--- config.mk ---
export PLATFORM = sky130hd
export DESIGN_NAME = spi_cmd_decoder
export DESIGN_NICKNAME = d
export VERILOG_FILES = /design/src/rtl/spi_cmd_decoder.sv
export SDC_FILE = /design/constraint.sdc
export NUM_CORES = 1
export LEC_CHECK = 0
export CELL_PAD_IN_SITES_DETAIL_PLACEMENT = 1
export CELL_PAD_IN_SITES_GLOBAL_PLACEMENT = 1
export CORE_AREA = 4 4 141 143
export DETAILED_ROUTE_END_ITERATION = 8
export DIE_AREA = 0 0 145 147
export PLACE_DENSITY_LB_ADDON = 0.08
export RECOVER_POWER = 100
export SYNTH_ARGS = -nofsm -noshare
export SYNTH_HDL_FRONTEND = slang
export SYNTH_SLANG_ARGS = --single-unit
--- constraint.sdc ---
create_clock -name clk -period 4 [get_ports clk]
set_clock_uncertainty 0.1 [all_clocks]
set_input_delay 0.8 -clock clk [delete_from_list [all_inputs] [get_ports clk]]
set_output_delay 0.8 -clock clk [all_outputs]
set_load 0.02 [all_outputs]
--- src/rtl/spi_cmd_decoder.sv ---
// SPI command decoder: assembles CMD/DATA/CHK frames and drives acks.
// Bad frames, timeouts and aborts report an error code and are counted.
module spi_cmd_decoder #(
  parameter logic [15:0] TIMEOUT_CYCLES = 16'd1000,
  parameter logic [15:0] MAX_IP         = 16'd78,
  parameter logic [15:0] TON_RESET      = 16'd10,
  parameter logic [15:0] TOFF_RESET     = 16'd50,
  parameter logic [15:0] IP_RESET       = 16'd20,
  parameter logic [15:0] WAVEFORM_RESET = 16'h0001
) (
  input  logic        clk,
  input  logic        rst_n,
  input  logic        cs_n,
  input  logic        rx_valid,
  input  logic [15:0] rx_word,
  output logic        machine_start_ack_spi,
  output logic        machine_stop_ack_spi,
  output logic        change_Ton_ack,
  output logic [15:0] Ton_data_async,
  output logic        change_Toff_ack,
  output logic [15:0] Toff_data_async,
  output logic        change_Ip_ack,
  output logic [15:0] Ip_data_async,
  output logic        change_waveform_ack,
  output logic [15:0] waveform_data_async,
  output logic        tx_load,
  output logic [15:0] tx_word,
  output logic        frame_error,
  output logic [7:0]  error_count
);

  typedef enum logic [1:0] {
    IDLE,
    GOT_CMD,
    GOT_DATA
  } state_t;

  state_t      state_q, state_d;
  logic [15:0] cmd_q, cmd_d;
  logic [15:0] data_q, data_d;
  logic [15:0] cnt_q, cnt_d;

  logic accept, busy, abort, tmo, chk_ev;
  logic is_start, is_stop, is_ton;
  logic is_toff, is_ip, is_wave;
  logic known, sum_ok, range_ok, ok;
  logic ton_ok, toff_ok, ip_ok, wave_ok;
  logic [2:0] err_code;

  assign accept = rx_valid & ~cs_n;
  assign busy   = (state_q != IDLE);
  assign abort  = busy & cs_n;
  assign tmo    = busy & ~accept &
                  (cnt_q == TIMEOUT_CYCLES);
  assign chk_ev = (state_q == GOT_DATA) & accept;

  assign is_start = (cmd_q == 16'hA001);
  assign is_stop  = (cmd_q == 16'hA002);
  assign is_ton   = (cmd_q == 16'hA010);
  assign is_toff  = (cmd_q == 16'hA011);
  assign is_ip    = (cmd_q == 16'hA012);
  assign is_wave  = (cmd_q == 16'hA013);
  assign known    = is_start | is_stop | is_ton |
                    is_toff | is_ip | is_wave;

  assign sum_ok  = (rx_word == (cmd_q ^ data_q));
  assign ton_ok  = (data_q >= 16'd1) &&
                   (data_q <= 16'd1000);
  assign toff_ok = (data_q >= 16'd1) &&
                   (data_q <= 16'd10000);
  assign ip_ok   = (data_q >= 16'd1) &&
                   (data_q <= MAX_IP);
  assign wave_ok = (data_q == 16'h8000) ||
                   (data_q == 16'h0001) ||
                   (data_q == 16'h0002);

  assign range_ok = !(is_ton  && !ton_ok)  &&
                    !(is_toff && !toff_ok) &&
                    !(is_ip   && !ip_ok)   &&
                    !(is_wave && !wave_ok);

  // Lowest applicable code wins.
  always_comb begin
    err_code = 3'd0;
    if (chk_ev) begin
      if (!known)         err_code = 3'd1;
      else if (!sum_ok)   err_code = 3'd2;
      else if (!range_ok) err_code = 3'd3;
    end else if (tmo) begin
      err_code = 3'd4;
    end else if (abort) begin
      err_code = 3'd5;
    end
  end

  assign ok = chk_ev & (err_code == 3'd0);

  always_ff @(posedge clk or negedge rst_n) begin
    if (!rst_n) begin
      state_q <= IDLE;
      cmd_q   <= '0;
      data_q  <= '0;
      cnt_q   <= '0;
    end else begin
      state_q <= state_d;
      cmd_q   <= cmd_d;
      data_q  <= data_d;
      cnt_q   <= cnt_d;
    end
  end

  always_comb begin
    state_d = state_q;
    cmd_d   = cmd_q;
    data_d  = data_q;
    cnt_d   = cnt_q;
    unique case (state_q)
      IDLE: begin
        cnt_d = '0;
        if (accept) begin
          cmd_d   = rx_word;
          state_d = GOT_CMD;
        end
      end
      GOT_CMD, GOT_DATA: begin
        if (accept) begin
          cnt_d = '0;
          if (state_q == GOT_CMD) begin
            data_d  = rx_word;
            state_d = GOT_DATA;
          end else begin
            state_d = IDLE;
          end
        end else if (tmo || abort) begin
          cnt_d   = '0;
          state_d = IDLE;
        end else begin
          cnt_d = cnt_q + 16'd1;
        end
      end
      default: begin
        cnt_d   = '0;
        state_d = IDLE;
      end
    endcase
  end

  always_ff @(posedge clk or negedge rst_n) begin
    if (!rst_n) begin
      machine_start_ack_spi <= 1'b0;
      machine_stop_ack_spi  <= 1'b0;
      change_Ton_ack        <= 1'b0;
      change_Toff_ack       <= 1'b0;
      change_Ip_ack         <= 1'b0;
      change_waveform_ack   <= 1'b0;
      Ton_data_async        <= TON_RESET;
      Toff_data_async       <= TOFF_RESET;
      Ip_data_async         <= IP_RESET;
      waveform_data_async   <= WAVEFORM_RESET;
      tx_load               <= 1'b0;
      tx_word               <= '0;
      frame_error           <= 1'b0;
      error_count           <= '0;
    end else begin
      machine_start_ack_spi <= 1'b0;
      machine_stop_ack_spi  <= 1'b0;
      change_Ton_ack        <= 1'b0;
      change_Toff_ack       <= 1'b0;
      change_Ip_ack         <= 1'b0;
      change_waveform_ack   <= 1'b0;
      tx_load               <= 1'b0;
      frame_error           <= 1'b0;
      if (ok) begin
        tx_load <= 1'b1;
        tx_word <= {8'h5A, cmd_q[7:0]};
        unique case (1'b1)
          is_start: machine_start_ack_spi <= 1'b1;
          is_stop:  machine_stop_ack_spi  <= 1'b1;
          is_ton: begin
            change_Ton_ack <= 1'b1;
            Ton_data_async <= data_q;
          end
          is_toff: begin
            change_Toff_ack <= 1'b1;
            Toff_data_async <= data_q;
          end
          is_ip: begin
            change_Ip_ack <= 1'b1;
            Ip_data_async <= data_q;
          end
          is_wave: begin
            change_waveform_ack <= 1'b1;
            waveform_data_async <= data_q;
          end
        endcase
      end else if (err_code != 3'd0) begin
        tx_load     <= 1'b1;
        tx_word     <= {13'h1C00, err_code};
        frame_error <= 1'b1;
        if (error_count != 8'hFF)
          error_count <= error_count + 8'd1;
      end
    end
  end

endmodule

Word-level counts from Yosys, hierarchy flattened
Index checks and enable logic that the tools add are counted.
{ "totals": {"regBits": 146, "inputBits": 20, "output_inout_bits": 96, "word_cells": 121} }
{ "classes": {"n_addsub": 2, "magnitude_cmp": 4, "n_eq_ne": 16, "muxes": 31, "n_bitwise": 15, "reduce_logical": 35} }
{ "ops": {"columns": ["op", "count"], "rows": [
  ["equality test 16 bit (second input constant)", 7],
  ["two-way mux 16 bit", 5],
  ["adder 16 x 1 -> 16 bit (second input constant)", 1],
  ["equality test 16 x 1 -> 1 bit (second input constant)", 1],
  ["equality test 16 x 10 -> 1 bit (second input constant)", 1],
  ["equality test 16 bit", 1],
  ["equality test 16 x 2 -> 1 bit (second input constant)", 1],
  [">= comparator 16 x 1 -> 1 bit (second input constant)", 1],
  ["less-or-equal comparator 16 x 10 -> 1 bit (second input constant)", 1],
  ["less-or-equal comparator 16 x 14 -> 1 bit (second input constant)", 1],
  ["less-or-equal comparator 16 x 7 -> 1 bit (second input constant)", 1],
  ["XOR 16 bit", 1],
  ["two-way mux 1 bit", 15],
  ["two-way mux 3 bit", 5],
  ["AND reduction 2 bit", 6],
  ["logical AND 1 bit", 10],
  ["two-way mux 2 bit", 5],
  ["adder 8 x 1 -> 8 bit (second input constant)", 1],
  ["logical NOT 1 bit", 8],
  ["!= test 8 bit (second input constant)", 1],
  ["bitwise AND 1 bit", 6],
  ["AND reduction 3 bit", 2],
  ["bitwise OR 1 bit", 5],
  ["one-hot mux 2 bit (2 select lines)", 1],
  ["11 further kinds", 16]
]} }

Logic depth before layout (Yosys ltp)
{ "logic_depth": {"depth_word": 16, "ltp_mapped": 10, "depth_no_buf": 9} }

Least setup slack after synthesis
Ideal clock, no wire load.
{ "synth_path": {"kind": "reg-to-reg", "start": "register data_q[2]", "end": "register Toff_data_async[10]", "setup_time_ns": 0.125, "arrival_ns": 2.686, "required_ns": 3.775, "setup_slack_ns": 1.089, "stages_incl_launch_ff": 11, "n_path_buf": 3, "period_less_slack_ns": 2.911, "cell_sequence": "dfrtp_1 > buf_6 > or4_4 > nor4_2 > a2111oi_0 > or4b_4 > and3_4 > buf_6 > nand4_4 > buf_12 > mux2_4"} }
{ "synth_via": {"elab_chain_len": 15, "elab_cells_between_ends": 36, "cone_classes": "order compare (4); eq/ne (4); mux (4); bitwise (2); reduce/logical (22)"} }
{ "synth_lines": {"columns": ["item", "line", "rtl"], "rows": [
  ["start, declared", "40", "logic [15:0] data_q, data_d;"],
  ["start signal, assigned", "107", "data_q <= data_d;"],
  [">= comparator 16 x 1 -> 1 bit, or another cell as far along", "67, 69, 71", null],
  ["logical AND 1 bit (on tied branches)", "67, 69", null],
  ["logical NOT 1 bit (on tied branches)", "77, 78", null],
  ["logical AND 1 bit (on tied branches)", "77, 78", null],
  ["logical NOT 1 bit (on tied branches)", "77, 78", null],
  ["logical AND 1 bit", "77", "assign range_ok = !(is_ton && !ton_ok) &&"],
  ["logical AND 1 bit", "78", "!(is_toff && !toff_ok) &&"],
  ["logical AND 1 bit", "79", "!(is_ip && !ip_ok) &&"],
  ["two-way mux 2 bit", "88", "else if (!range_ok) err_code = 3'd3;"],
  ["two-way mux 3 bit (*)", "87", "else if (!sum_ok) err_code = 3'd2;"],
  ["two-way mux 3 bit (*)", "86", "if (!known) err_code = 3'd1;"],
  ["two-way mux 3 bit (*)", "85", "if (chk_ev) begin"],
  ["logical NOT 3 bit (*)", "96", "assign ok = chk_ev & (err_code == 3'd0);"],
  ["bitwise AND 1 bit (*)", "96", null],
  ["AND reduction 2 bit (no line) (*)", null, null],
  ["end signal, assigned", "185", "Toff_data_async <= data_q;"],
  ["end, declared", "21", "output logic [15:0] Toff_data_async,"]
]} }
Every way passes the cells marked *; elsewhere a longest branch is shown, timed or not.
A chain may end at the register's enable or synchronous reset.

Final worst setup path
{ "layout_path": {"start": "register data_q[3]", "end": "register Ip_data_async[0]"} }
{ "layout_via": {"elab_chain_len": 15, "elab_cells_between_ends": 36, "cone_classes": "order compare (4); eq/ne (4); mux (4); bitwise (2); reduce/logical (22)"} }
{ "layout_lines": {"columns": ["item", "line", "rtl"], "rows": [
  [">= comparator 16 x 1 -> 1 bit, or another cell as far along", "67, 69, 71", null],
  ["logical AND 1 bit (on tied branches)", "67, 69", null],
  ["logical NOT 1 bit (on tied branches)", "77, 78", null],
  ["logical AND 1 bit (on tied branches)", "77, 78", null],
  ["logical NOT 1 bit (on tied branches)", "77, 78", null],
  ["logical AND 1 bit", "77", null],
  ["logical AND 1 bit", "78", null],
  ["logical AND 1 bit", "79", null],
  ["two-way mux 2 bit", "88", null],
  ["two-way mux 3 bit (*)", "87", null],
  ["two-way mux 3 bit (*)", "86", null],
  ["two-way mux 3 bit (*)", "85", null],
  ["logical NOT 3 bit (*)", "96", null],
  ["bitwise AND 1 bit (*)", "96", null],
  ["AND reduction 2 bit (no line) (*)", null, null],
  ["end signal, assigned", "189", "Ip_data_async <= data_q;"],
  ["end, declared", "23", "output logic [15:0] Ip_data_async,"]
]} }
Marks and branches as above.

==> qor.csv <==
stage,metric,value,unit
timing,timing.fmax,0.2929,GHz
timing,rsz0062_at_grt,false,
yosys,async_flop_share,1.000,
yosys,synth_top_area_cell,dfrtp_1,
floorplan,die_x,145,um
timing,slew_violations,71,
yosys,synthFlopType,dfrtp_1,
clock_network,cts.path.max_buffers,2,
timing,worstMarginPinSlew,1.823,ns
final_layout,fill_cells,1913,
yosys,ys_warn_count,0,
critical_path,crit_path_end_kind,flip-flop,
yosys,yosysSeqAreaShare,0.5507,
route,wl_per_cell,18.08,um
floorplan,placementRows,50,
global_route,grt_usage,0.1513,
global_route,grt_max_degree,73,
timing,setup_slack,0.5860,ns
power,powerDensity,579.6,nW/um2
placement,gp_congestion,0.7707,
final_layout,drive_above_1_share,0.1683,
clock_network,ctsResizeCount,0,
global_route,grt_overflow,0,
timing,tns,0,ns
critical_path,arrival,3.62,ns
clock_network,clk_latency,0.42,ns
critical_path,crit_type,reg -> reg,
run_status,violations,"max-capacitance violations, max-slew violations",
route,num_vias,4209,
global_route,antenna_found_initial,0,
timing,setup_viol,0,
critical_path,startpoint,data_q[3]$_DFFE_PN0P_,
floorplan,start_util,0.3458,
clock_network,cts_root_buf,clkbuf_16,
critical_path,crit_required,4.20,ns
yosys,netlist-cell-type-count,59,
timing,fin_crit_sh,0.8535,
final_layout,fin_area,8239,um2
placement,portBuffers,113,
flow_run,max-cap-violations,1,
hold_path,min_path_type,reg -> reg,
critical_path,slowest_stage,or4b_2,
floorplan,core-area,18580,um2
yosys,syn_inst,492,
clock_network,clock-sinks,141,
yosys,ys_seq_elements,141,
run_status,status,"finished, violations left",
global_route,grt_pass1_vias,4622,
hold_path,hp-start,tx_word[14]$_DFFE_PN0P_,
route,drc,0,
timing,fin_crit,3.414,ns
route,avgViaCountPerCell,4.940,
critical_path,crit_chain,or4_1 > nor4_1 > a2111oi_0 > or4b_2 > and3_4 > nand4_1 > buf_4 > mux2_2,
clock_network,postCtsHoldBufs,0,
clock_network,cts_buffers,17,
yosys,synth_area_leaders,"dfrtp_1 (52%), mux2_2 (9.6%), xnor3_1 (5.6%)",
final_layout,nets,632,
floorplan,die_h,147,um
yosys,yosysTopAreaCellShare,0.5180,
yosys,avgSynthCellArea,13.06,um2
critical_path,cp-start-kind,flip-flop,
final_layout,areaGrowthSynthToFinish,28.24,%
timing,hold_viol,0,
route,drt_iter0_markers,139,
clock_network,htreeDepth,4,
route,firstDrtPassIters,4,
yosys,synth_area,6425,um2
placement,dp_hpwl,11030,um
route,wl,15400,um
global_route,grt_first_pass_wirelength,25740,um
power,p_leak,0.003991,uW
placement,dp_slack,0.4599,ns
placement,dpl_cell_area,7749,um2
floorplan,die_area,21320,um2
floorplan,num_io_pins,116,
clock_network,cts_tree,done,
critical_path,crit_fanout,16,
final_layout,antenna_cells,0,
power,ir_drop,0.2989,mV
timing,slew_headroom,-0.2152,
yosys,synth-edff-count,0,
route,antenna_left,0,
critical_path,r2r_start,data_q[3]$_DFFE_PN0P_,
critical_path,critPathMaxStageDelay,0.75,ns
clock_network,clk_pin_slew,0.06,ns
clock_network,cts_setup_buffers,0,
[placed cells by master, fill, tap and decap left out, types with 3 or more instances in the layout]
| cell | count |
|---|---|
| clkdlybuf4s50_1 | 17 |
| nand3_1 | 14 |
| or3_1 | 3 |
| nand2_1 | 22 |
| nor2_1 | 24 |
| and2_0 | 12 |
| dlygate4sd3_1 | 95 |
| inv_1 | 11 |
| nor4_1 | 11 |
| nor4b_1 | 7 |
| buf_4 | 3 |
| xnor2_1 | 6 |
| dfstp_2 | 8 |
| and3_1 | 12 |
| ha_1 | 7 |
| xor2_1 | 14 |
| nand4_1 | 14 |
| dfrtp_1 | 133 |
| or4_1 | 3 |
| nor2b_1 | 6 |
| clkbuf_1 | 5 |
| mux2_1 | 12 |
| clkinvlp_4 | 4 |
| clkbuf_16 | 17 |
| nor3_1 | 6 |
| xnor3_1 | 16 |
| and2_1 | 21 |
| o21ai_0 | 11 |
| mux2_2 | 55 |
| nand2b_1 | 4 |
| nor3b_1 | 5 |
[registers in the layout (all words and copies together), names as in the netlist]
| register | flops |
|---|---|
| cnt_q | 16 |
| change_Ip_ack | 1 |
| data_q | 16 |
| change_Toff_ack | 1 |
| tx_word | 11 |
| machine_start_ack_spi | 1 |
| error_count | 8 |
| machine_stop_ack_spi | 1 |
| waveform_data_async | 16 |
| change_waveform_ack | 1 |
| tx_load | 1 |
| state_q | 2 |
| cmd_q | 16 |
| Ip_data_async | 16 |
| Toff_data_async | 16 |
| change_Ton_ack | 1 |
| Ton_data_async | 16 |
| frame_error | 1 |
[metrics by stage]
step	hold slack [ns]	std cells	total power, uW	utilization
after floorplan	0.3666	493	2892	-
after global placement	0.3551	820	3281	0.4170
after detailed placement	0.3513	820	3305	0.4170
after CTS	0.3095	852	4894	0.4484
after global routing	0.3720	852	5082	0.4434
final	0.3615	852	4776	0.4434
[metal layers]
layer | vias to the layer above | share of wire | GRT usage | wire (um)
met5 | - | 0 | 0 | 0
met4 | 0 | 0.013 | 0.04561 | 196
met3 | 14 | 0.039 | 0.04380 | 597
met2 | 82 | 0.48 | 0.2347 | 7333
met1 | 2157 | 0.47 | 0.2073 | 7277
li1 | 1956 | - | - | -
[where the power goes]
| part | total (uW) | internal [uW] | leakage (uW) | switching [uW] |
|---|---|---|---|---|
| sequential | 2040 | 1640 | 0.00185 | 398 |
| combinational | 1190 | 696 | 0.00187 | 493 |
| clock | 1550 | 950 | 0.000272 | 595 |
[worst paths after layout]
| kind | endpoint | slack (ns) | depth (start not counted) |
|---|---|---|---|
| worst max register to register | Ip_data_async[0]$_DFFE_PN0P_ | 0.59 | 8 |
| worst min-delay path | tx_word[14]$_DFFE_PN0P_ | 0.36 | 1 |
| min in group asynchronous | Ip_data_async[11]$_DFFE_PN0P_ | 0.76 | 1 |
| worst max-delay path | Ip_data_async[0]$_DFFE_PN0P_ | 0.59 | 8 |
| max in group asynchronous | waveform_data_async[7]$_DFFE_PN0P_ | 1.03 | 2 |
| worst min register to register | tx_word[14]$_DFFE_PN0P_ | 0.36 | 1 |
[critical path: cells and delay by family (launching register included)]
| family | cells | cell delay, ns |
|---|---|---|
| buf+inv | 1 | 0.24 |
| flops | 1 | 0.50 |
| mux | 1 | 0.36 |
| simple gates | 5 | 1.99 |
| compound gates | 1 | 0.12 |
[cell type report]
class                           instances  area [um2]  area share
Timing Repair Buffer                  119        1164      0.1412
Clock inverter                         10       117.6     0.01427
Multi-Input combinational cell        315        2621      0.3181
Clock buffer                           22       464.2     0.05634
Sequential cell                       141        3538      0.4295
Tap cell                              234       292.8     0.03554
Inverter                               11       41.29    0.005011
[cells in the mapped netlist (2+ instances only)]
master / instances
a21oi_1: 2
and2_1: 33
and3_1: 12
and4b_1: 2
buf_1: 2
buf_2: 2
buf_4: 6
buf_6: 3
clkbuf_1: 11
dfrtp_1: 133
dfstp_2: 8
ha_1: 7
inv_1: 11
mux2_2: 55
mux2_4: 12
nand2_1: 22
nand2b_1: 4
nand3_1: 14
nand4_1: 13
nand4_2: 2
nand4_4: 2
nor2_1: 24
nor2b_1: 6
nor3_1: 6
nor3b_1: 5
nor4_1: 10
nor4b_1: 7
o21ai_0: 10
or3_1: 3
or3b_1: 2
or4_1: 2
xnor2_1: 6
xnor3_1: 16
xor2_1: 14
[cells by family after synthesis]
logic type	after synthesis	synth area share
AO/OA/AOI/OAI	27	0.02863
AND/OR/NAND/NOR	176	0.1669
other	1	0.0005837
XOR/XNOR	36	0.08335
buffers and inverters	37	0.03174
multiplexers	67	0.1244
flip-flops	141	0.5507
adder cells (fa/ha/maj)	7	0.01363
Note: power is estimated with default switching activity, not from simulation.
